File: src/rtl/serial_receiver.sv
// serial_receiver: recovers DATA_BITS-wide payloads from start/data/parity/stop
// frames arriving one bit per clock, flags parity and framing errors, and keeps
// saturating error counters.
module serial_receiver #(
  parameter int DATA_BITS = 7,
  parameter int CNT_W     = 8
) (
  input  logic                 clk,
  input  logic                 rst,
  input  logic                 serial_in,
  output logic [DATA_BITS-1:0] data_out,
  output logic                 valid,
  output logic                 parity_err,
  output logic                 frame_err,
  output logic                 busy,
  output logic [CNT_W-1:0]     parity_err_cnt,
  output logic [CNT_W-1:0]     frame_err_cnt
);

  localparam int BCW = $clog2(DATA_BITS + 1);
  localparam logic [BCW-1:0] LAST_BIT = BCW'(DATA_BITS - 1);

  typedef enum logic [2:0] {
    IDLE,
    DATA,
    PARITY,
    STOP,
    WAIT_HIGH
  } state_t;

  state_t               state_q, state_d;
  logic [BCW-1:0]       bit_cnt_q, bit_cnt_d;
  logic [DATA_BITS-1:0] shift_q;
  logic                 par_q;

  logic [DATA_BITS-1:0] data_q;
  logic                 valid_q;
  logic                 perr_q;
  logic                 ferr_q;
  logic [CNT_W-1:0]     pcnt_q;
  logic [CNT_W-1:0]     fcnt_q;

  logic                 frame_done;
  logic                 perr_now;
  logic                 ferr_now;

  // Increment by one unless disabled or already at all-ones; never wraps.
  function automatic logic [CNT_W-1:0] sat_inc(input logic [CNT_W-1:0] v,
                                               input logic             en);
    if (en && (v != {CNT_W{1'b1}})) begin
      return v + CNT_W'(1);
    end
    return v;
  endfunction

  // The stop bit is on the line while in STOP; the frame is judged on that edge.
  assign frame_done = (state_q == STOP);
  assign perr_now   = (^shift_q) ^ par_q;
  assign ferr_now   = ~serial_in;

  // FSM state and bit counter registers.
  always_ff @(posedge clk) begin
    if (rst) begin
      state_q   <= IDLE;
      bit_cnt_q <= '0;
    end else begin
      state_q   <= state_d;
      bit_cnt_q <= bit_cnt_d;
    end
  end

  // Next-state logic; WAIT_HIGH keeps a stuck-low line from re-triggering.
  always_comb begin
    state_d   = state_q;
    bit_cnt_d = bit_cnt_q;
    unique case (state_q)
      IDLE: begin
        if (!serial_in) begin
          state_d   = DATA;
          bit_cnt_d = '0;
        end
      end
      DATA: begin
        bit_cnt_d = bit_cnt_q + BCW'(1);
        if (bit_cnt_q == LAST_BIT) begin
          state_d = PARITY;
        end
      end
      PARITY: begin
        state_d = STOP;
      end
      STOP: begin
        state_d = serial_in ? IDLE : WAIT_HIGH;
      end
      WAIT_HIGH: begin
        if (serial_in) begin
          state_d = IDLE;
        end
      end
      default: begin
        state_d = IDLE;
      end
    endcase
  end

  // Payload shifter (LSB arrives first) and parity-bit capture; data only, no reset.
  always_ff @(posedge clk) begin
    if (state_q == DATA) begin
      shift_q <= {serial_in, shift_q[DATA_BITS-1:1]};
    end
    if (state_q == PARITY) begin
      par_q <= serial_in;
    end
  end

  // Result registers and error counters, all updated at the end of the stop cycle.
  always_ff @(posedge clk) begin
    if (rst) begin
      data_q  <= '0;
      valid_q <= 1'b0;
      perr_q  <= 1'b0;
      ferr_q  <= 1'b0;
      pcnt_q  <= '0;
      fcnt_q  <= '0;
    end else begin
      valid_q <= frame_done;
      if (frame_done) begin
        data_q <= shift_q;
        perr_q <= perr_now;
        ferr_q <= ferr_now;
        pcnt_q <= sat_inc(pcnt_q, perr_now);
        fcnt_q <= sat_inc(fcnt_q, ferr_now);
      end
    end
  end

  assign data_out       = data_q;
  assign valid          = valid_q;
  assign parity_err     = perr_q;
  assign frame_err      = ferr_q;
  assign busy           = (state_q != IDLE);
  assign parity_err_cnt = pcnt_q;
  assign frame_err_cnt  = fcnt_q;

endmodule

File: config.mk
export PLATFORM = sky130hd
export DESIGN_NAME = serial_receiver
export DESIGN_NICKNAME = d
export VERILOG_FILES = /design/src/rtl/serial_receiver.sv
export SDC_FILE = /design/constraint.sdc
export NUM_CORES = 1
export LEC_CHECK = 0
export ABC_AREA = 1
export BUFFER_PORTS_ARGS = -buffer_cell sky130_fd_sc_hd__buf_2
export CORE_MARGIN = 5
export CORE_UTILIZATION = 45
export CTS_CLUSTER_DIAMETER = 30
export DETAILED_ROUTE_END_ITERATION = 10
export HOLD_SLACK_MARGIN = 0.12
export PLACE_DENSITY_LB_ADDON = 0.05
export SYNTH_ARGS = -nofsm -noshare
export SYNTH_HDL_FRONTEND = slang
export SYNTH_SLANG_ARGS = --single-unit
File: constraint.sdc
create_clock -name clk -period 4.3 [get_ports clk]
set_input_delay 0.86 -clock clk [delete_from_list [all_inputs] [get_ports clk]]
set_output_delay 0.86 -clock clk [all_outputs]
set_load 0.01 [all_outputs]
# After elaboration in Yosys (flattened, before gate mapping)
# Cells that the tools add are included.
[word_totals] ff_bits=40 input_bits=3 out_inout_bits=27
[classes] add_sub_neg=3 n_eq_ne=10 muxes=15 bitwise=2 reduce_logical=10
[ops] operator="$add 8x1->8 const B" n=2
[ops] operator="$mux 8" n=2
[ops] operator="$ne 8x8->1 const B" n=2
[ops] operator="$mux 3" n=5
[ops] operator="$pmux 3 s5" n=1
[ops] operator="$reduce_xor 7->1" n=1
[ops] operator="$eq 3x2->1 const B" n=2
[ops] operator="$eq 3x3->1 const B" n=2
[ops] operator="$mux 1" n=6
[ops] operator="$ne 2x2->1 const B" n=3
[ops] operator="$pmux 3 s2" n=1
[ops] operator="$reduce_and 2->1" n=3
[ops] operator="$add 3x1->3 const B" n=1
[ops] operator="$eq 3x1->1 const B" n=1
[ops] operator="$logic_not 3->1" n=1
[ops] operator="$reduce_and 3->1" n=1
[ops] operator="$reduce_bool 3->1" n=1
[ops] operator="$logic_and 1x1->1" n=2
[ops] operator="$reduce_bool 2->1" n=1
[ops] operator="$not 1->1" n=1
[ops] operator="$xor 1x1->1" n=1

# Longest topological paths before layout
# Gate-level depths: netlist of run 1.
[logic_depth] ltp_word=7 depth_mapped=12 ltp_nobuf=12

# Worst setup path after synthesis of run 1
# No wires, ideal clock.
[synth_timing] kind="input to register" from="input port serial_in" to="register fcnt_q[6] (netlist: frame_err_cnt[6])" setup_ns=0.113 arrival_time_ns=1.326 required_time_ns=4.187 slack_ns=2.861 path_stages=6 cell_sequence="nor2_4 -> nand2_4 -> clkinv_2 -> nand2_1 -> nor2_1 -> nor2_1"
[synth_between] elab_chain_cells=6
[synth_lines] element="start: declaration" line="10" text="input logic serial_in,"
[synth_lines] element="$not 1->1" line="59" text="assign ferr_now = ~serial_in;"
[synth_lines] element="$logic_and 1x1->1" line="50" text="if (en && (v != {CNT_W{1'b1}})) begin"
[synth_lines] element="$mux 1" line="50"
[synth_lines] element="$mux 1" line="127" text="if (frame_done) begin"
[synth_lines] element="$mux 1" line="118" text="if (rst) begin"
[synth_lines] element="$reduce_and 2->1 (no line)"
[synth_lines] element="end signal: assignment" line="132" text="fcnt_q <= sat_inc(fcnt_q, ferr_now);"
[synth_lines] element="end: declaration" line="41" text="logic [CNT_W-1:0] fcnt_q;"
# No other way between the ends. The select of a mux whose other input is x is not followed.
# A chain may end at the register's enable or synchronous reset.

# Worst setup path after layout of run 1
[layout_timing] from="register state_q[0]" to="output port busy"
[layout_between] elab_chain_cells=1
[layout_lines] element="start: declaration" line="31" text="state_t state_q, state_d;"
[layout_lines] element="start signal: assignment" line="67" text="state_q <= state_d;"
[layout_lines] element="$reduce_bool 3->1" line="141" text="assign busy = (state_q != IDLE);"
[layout_lines] element="end: declaration" line="15" text="output logic busy,"
# No other way between the ends.

==> results of run 1 <==
## layout by cell type, fill, tap and decap left out
cell / count
ha_1: 4
nand3_1: 10
nand4_1: 8
inv_2: 2
dfxtp_1: 32
nand2_1: 62
nand2_2: 2
clkinv_1: 2
nor2_1: 27
bufinv_16: 1
or2_0: 1
o21ai_0: 12
nor4_1: 1
nand3_4: 1
o211ai_1: 1
o21a_1: 1
buf_2: 29
clkbuf_8: 5
xnor2_1: 7
inv_1: 35
xor2_1: 5
nand2_4: 2
nor2_4: 1
nor3_1: 4
a221oi_1: 1
clkinv_2: 1
a21oi_1: 22
edfxtp_1: 8
a21oi_4: 1
## worst max-delay path, stage by stage, from the launching register on
cell,delay (ns)
dfxtp_1,0.35
nor2_1,0.15
nand2_1,0.08
buf_2,0.14
## final timing paths
path,start,end,slack [ns],depth (start not counted)
worst min-delay path,frame_err,frame_err,0.47,2
worst min register to register,frame_err,frame_err,0.47,2
worst max-delay path,state_q[0],busy,2.44,3
worst max register to register,state_q[0],data_out[6],2.50,5
## sequential cells by signal (all words and copies together), names as in the netlist
register,flops
state_q,3
parity_err_cnt,8
frame_err_cnt,8
valid,1
shift_q,7
frame_err,1
parity_err,1
par_q,1
bit_cnt_q,3
data_out,7
## stage by stage
stage          hold WS [ns]  std cells  total power, mW  instance area, µm²
2_1_floorplan         0.421        257            0.597                1960
3_3_place_gp          0.455        332            0.641                2130
3_5_place_dp          0.457        332            0.641                2130
4_1_cts               0.470        340            0.943                2240
5_1_grt               0.491        340            0.990                2240
6_report              0.473        340            0.930                2240
## power by group
part | internal, mW | leakage (nW) | switching [mW]
logic | 0.0587 | 0.646 | 0.119
registers | 0.421 | 0.333 | 0.0320
clock network | 0.169 | 0.0532 | 0.130
## area by class of cell
class | instances | share of cell area [%]
clock inverters | 3 | 1.68
clock buffers | 5 | 3.08
flip-flops and latches | 40 | 39.4
inverters | 38 | 6.43
well taps | 52 | 2.91
multi-input cells | 173 | 40.0
repair buffers | 29 | 6.49
## logic make-up (layout without fill, tap and decap cells)
group	count (synthesis)	in the layout	synth area share, %
buf+inv	44	75	9.26
fa+ha+maj	4	4	2.56
flops	40	40	45.0
compound gates	38	38	10.7
simple gates	119	119	27.1
xor+xnor	12	12	5.37
## per-layer routing
layer / vias to the layer above / GRT usage (%) / part of all wire [%]
met3: 5 / 4.27 / 4.2
li1: 881 / - / -
met5: - / 0 / 0
met2: 28 / 21.2 / 44
met1: 723 / 18.8 / 51
met4: 0 / 4.80 / 1.5
==> impl_results.md, run 1 <==
* Mapped Area at roughly 2000 µm²
* Post-CTS Setup Inserts at 0
* Initial antenna violation count at 0
* Vias in the first global route at about 1500
* Skew final at 0.00590 ns
* # hold bufs at CTS at 0
* Power Density at about 420 nW/µm²
* Critical path class: register to primary output
* Clk buf depth at 2
* Cts repair resizes at 0
* Leading area contributor after synthesis: dfxtp_1
* Yosys top cell area share at between 30 and 40%
* Clock Tree Root: clkbuf_8
* Top cells by area, synth: dfxtp_1 (33%), edfxtp_1 (12%), nand2_1 (12%)
* First-pass GRT wire length at approximately 6900 µm
* Clock Latency Late Sink at between 0.2 and 0.3 ns
* Final HPWL DP at roughly 2800 µm
* Synth-to-layout area growth at 14.2%
* Total wire length at approximately 3800 µm
* Via density at between 4 and 5
* CP endpoint kind: primary output
* Antenna cell count at 0
* TritonCTS clock tree: built
* Multi-input gate area at between 800 and 900 µm²
* Final core area utilization at between 50% and 60%
* Tot GR Track Use at around 14%
* Reg clk slew, reported paths at about 0.07 ns
* Final worst slack at between 2 and 2.5 ns
* DRC Markers at 0
* Status: completed
* Routed WL per cell at around 11 µm
* Register Area at 881 µm²
* Port Buffers at 29
* Req. time, crit path at between 3 and 4 ns
* Post-Synthesis Cells at roughly 260
* Peak VDD IR at about 0.20 mV
* Final count of negative-setup-slack endpoints at 0
* Slew Viols, Final at 0
* Crit path DAT at 1.00 ns
* Ports at 30
* GPL Wtd Cong at ~0.75
* Fraction of registers with async set/reset at 0%
* Total CTS buffers at 5
* Layout cells sized above 1 at 15.6%
* Crit-path max FO at 5
* Worst setup SP type: register
* HP Class: register to register
* Post-synth EDFFs at 8
* H-tree depth at 2
* Yosys Warn Count at 0
* Final Cycle Share at between 40% and 50%
* Congestion Overflow GR at 0
* Post-Syn Area per Cell at 7.62 µm²
* Cell with the most instances after synthesis: nand2_1
* Nets at roughly 300
* Ys flop type: dfxtp_1
* Core area at ~4300 µm²
* Via count at ~1600
* Die height at roughly 76 µm
* Maximum clock frequency at ~540 MHz
* Final min period at about 1.9 ns
* RSZ-0062 raised after global routing: false
* Max cap viols at 0
* Worst slack, placed at between 2 and 2.5 ns
* Static Leakage at around 1.0 nW
* Largest net degree at the start of global routing at 19
* Full die area at ~5800 µm²
* Fillers at 410
* Rel. slew slack at 41.5%
* Post-route ant nets at 0
* Initial Util at a little under half
* Syn Nets at 264
* Seq cells post-synth at 40
* Clk sinks at 40
* Post-synth cell types at 29
* Final hold vios at 0
* First-pass iteration count of the detailed router at 4
* Die width at 76.0 µm
* Sequential share of the synthesized area at 45.0%
* Worst-Margin Slew at between 0.8 and 0.9 ns
* Setup Total Neg Slack at 0 ns
* Post-synth top cells: nand2_1 (62), inv_1 (35), dfxtp_1 (32)
* Num rows at 24
* Drt initial violations at 79
(Power assumes the default switching activity.)
==> run 2, diff against run 1 <==
- clock period: 4.3 -> 1.92 ns (I/O delays scaled with it)
==> run 2 against run 1 <==
  * Combinational power increased by 130%
  * Core utilization up 0.38 points
  * Count of clock-buffer cells in the layout up 1
  * Via count down 1.1%
  * Clock power rose by 120%
  * First-iteration DRC count down 37%
  * Register-to-register slack worse by 2.4 ns
  * Global-route usage is 0.49 points higher
  * Wire length up 1.7%
  * Sequential power grew 120%
  * Hold slack got worse by 0.094 ns
  * Largest power group unchanged
==> impl_results.md, run 2 (same netlist as run 1, synthesis figures left out) <==
* Status: completed
* Total CTS buffers at 5 (unchanged)
* RSZ-0062 raised after global routing: false
* R2R Path End: data_out[6]
* Congestion Overflow GR at 0 (unchanged)
* First-pass iteration count of the detailed router at 4 (unchanged)
* CP endpoint kind: register
* Slew Viols, Final at 0 (unchanged)
* Synth-to-layout area growth at 15.1%
* Reg clk slew, reported paths at 0.08 ns (about the same)
* Most frequent cells in the layout: nand2_1 (62), inv_1 (35), dfxtp_1 (32), buf_2 (29), nor2_1 (27)
* Reg-to-reg startpoint: state_q[0]
* Via density at 4.73 (-1.7%)
* Clock share of power at 32.0% (about the same)
* Fillers at 443 (+8.0%)
* Worst Setup SP: state_q[0]
* Crit path DAT at 1.94 ns (+0.94 ns)
* CP bufs+invs at 1 (unchanged)
* Power Density at 930 nW/µm² (+120%)
* GPL Wtd Cong at 0.762 (+1.5%)
* First-pass GRT wire length at 6990 µm (+2.0%)
* Setup Total Neg Slack at 0 ns (unchanged)
* Worst setup SP type: register
* Slowest stage delay, CP at 0.56 ns (+0.21 ns)
* Final min period at about 1.8 ns
* Peak VDD IR at 0.518 mV (+160%)
* Via count at 1619 (-1.1%)
* Static Leakage at 1.04 nW (+1.2%)
* Worst slack, placed at 0.176 ns (-2.23 ns)
* Worst-Margin Slew at 0.716 ns (-0.159 ns)
* Skew final at 0.00420 ns (-0.00170 ns)
* Final HPWL DP at 2800 µm (+0.84%)
* Comb power frac at 19.6% (+0.5 points)
* Full die area at 5770 µm² (unchanged)
* Clock Latency Late Sink at 0.29 ns (about the same)
* Nets at 296 (+0.68%)
* Crit-path max FO at 12 (+7)
* Largest net degree at the start of global routing at 19 (unchanged)
* WHS at 0.379 ns (-0.0937 ns)
* Critical path class: register to register
* Core area at 4290 µm² (unchanged)
* Cells on Worst Hold Path at 1 (-1)
* Die height at 76.0 µm (unchanged)
* TritonCTS clock tree: built
* Max cap viols at 0 (unchanged)
* Final worst slack at 0.148 ns (-2.29 ns)
* Post-route ant nets at 0 (unchanged)
* Cts repair resizes at 0 (unchanged)
* Clk buf depth at 2 (unchanged)
* Slowest CP cell: or2_0
* Rel. slew slack at 52.3% (+11 points)
* Hold Crit Endpoint: shift_q[6]
* Sequential fraction of design power at 48.4% (-0.3 points)
* HP Class: input port to register
* Die width at 76.0 µm (unchanged)
* Req. time, crit path at 2.09 ns (-1.35 ns)
* CP Cell Sequence: nand2_1 > or2_0 > inv_1 > o21ai_0 > a21oi_1
* Ports at 30 (unchanged)
* Critical path's top delay family: simple AND/OR/NAND/NOR gates
* Clk sinks at 40 (unchanged)
* Initial Util at 45.6% (unchanged)
* Final count of negative-setup-slack endpoints at 0 (unchanged)
* Clock Tree Root: clkbuf_8
* Routed WL per cell at 11.4 µm (+1.1%)
* Post-CTS Setup Inserts at 0 (unchanged)
* Internal power at 1.47 mW (+130%)
* Most common cell after layout, fill and taps aside: nand2_1
* Final hold vios at 0 (unchanged)
* Instance count on the critical path at 5 (+2)
* Worst hold start: serial_in
* Drt initial violations at 50 (-37%)
* Layout cells sized above 1 at 16.6% (+0.93 points)
* Total wire length at 3910 µm (+1.7%)
* H-tree depth at 2 (unchanged)
* # hold bufs at CTS at 0 (unchanged)
* Tot GR Track Use at 14.5% (+0.49 points)
* Maximum clock frequency at 564 MHz
* Sw power at 626 µW (+120%)
* Initial antenna violation count at 0 (unchanged)
* Flop2flop setup slack at 0.15 ns (-2.35 ns)
* Port Buffers at 29 (unchanged)
* Final Cycle Share at 92.3%
* Sw Share at 29.9% (-0.32 points)
* Antenna cell count at 0 (unchanged)
* Num rows at 24 (unchanged)
* Vias in the first global route at 1517 (-1.1%)
* R2R cell count at 5 (unchanged)
* DRC Markers at 0 (unchanged)
-- run 2: power groups by stage --
stage,clock (mW),sequential [mW],combinational (mW)
final,0.670,1.01,0.411
after global routing,0.736,1.03,0.475
after CTS,0.694,1.01,0.417
after detailed placement,0,1.03,0.414
after global placement,0,1.03,0.412
after floorplan,0,1.02,0.320
-- run 2: worst max-delay path by stage --
stage / to
final: data_out[6]
after global routing: data_out[3]
after CTS: data_out[6]
after detailed placement: data_out[6]
after global placement: parity_err_cnt[1]
after floorplan: state_q[1]
-- run 2: layer usage --
metal,vias up,track usage [%],wire length [µm]
met5,-,0,0
li1,891,-,-
met1,696,20.0,1980
met2,26,21.3,1700
met4,0,4.27,49
met3,6,4.98,191
-- run 2: final cells by class --
type | count | area, µm² | area share, %
Timing Repair Buffer | 31 | 160 | 7.11
Multi-Input combinational cell | 173 | 896 | 39.8
Clock buffer | 6 | 72.6 | 3.22
Sequential cell | 40 | 881 | 39.1
Inverter | 38 | 144 | 6.39
Tap cell | 52 | 65.1 | 2.89
Clock inverter | 2 | 35.0 | 1.55
-- run 2: stage by stage --
step                util [%]  instance area [µm²]  cells  power, mW
floorplan                  -                 1960    257       1.34
global placement        50.0                 2150    334       1.44
detailed placement      50.0                 2150    334       1.45
CTS                     52.5                 2250    342       2.13
global route            52.5                 2250    342       2.24
finish                  52.5                 2250    342       2.09
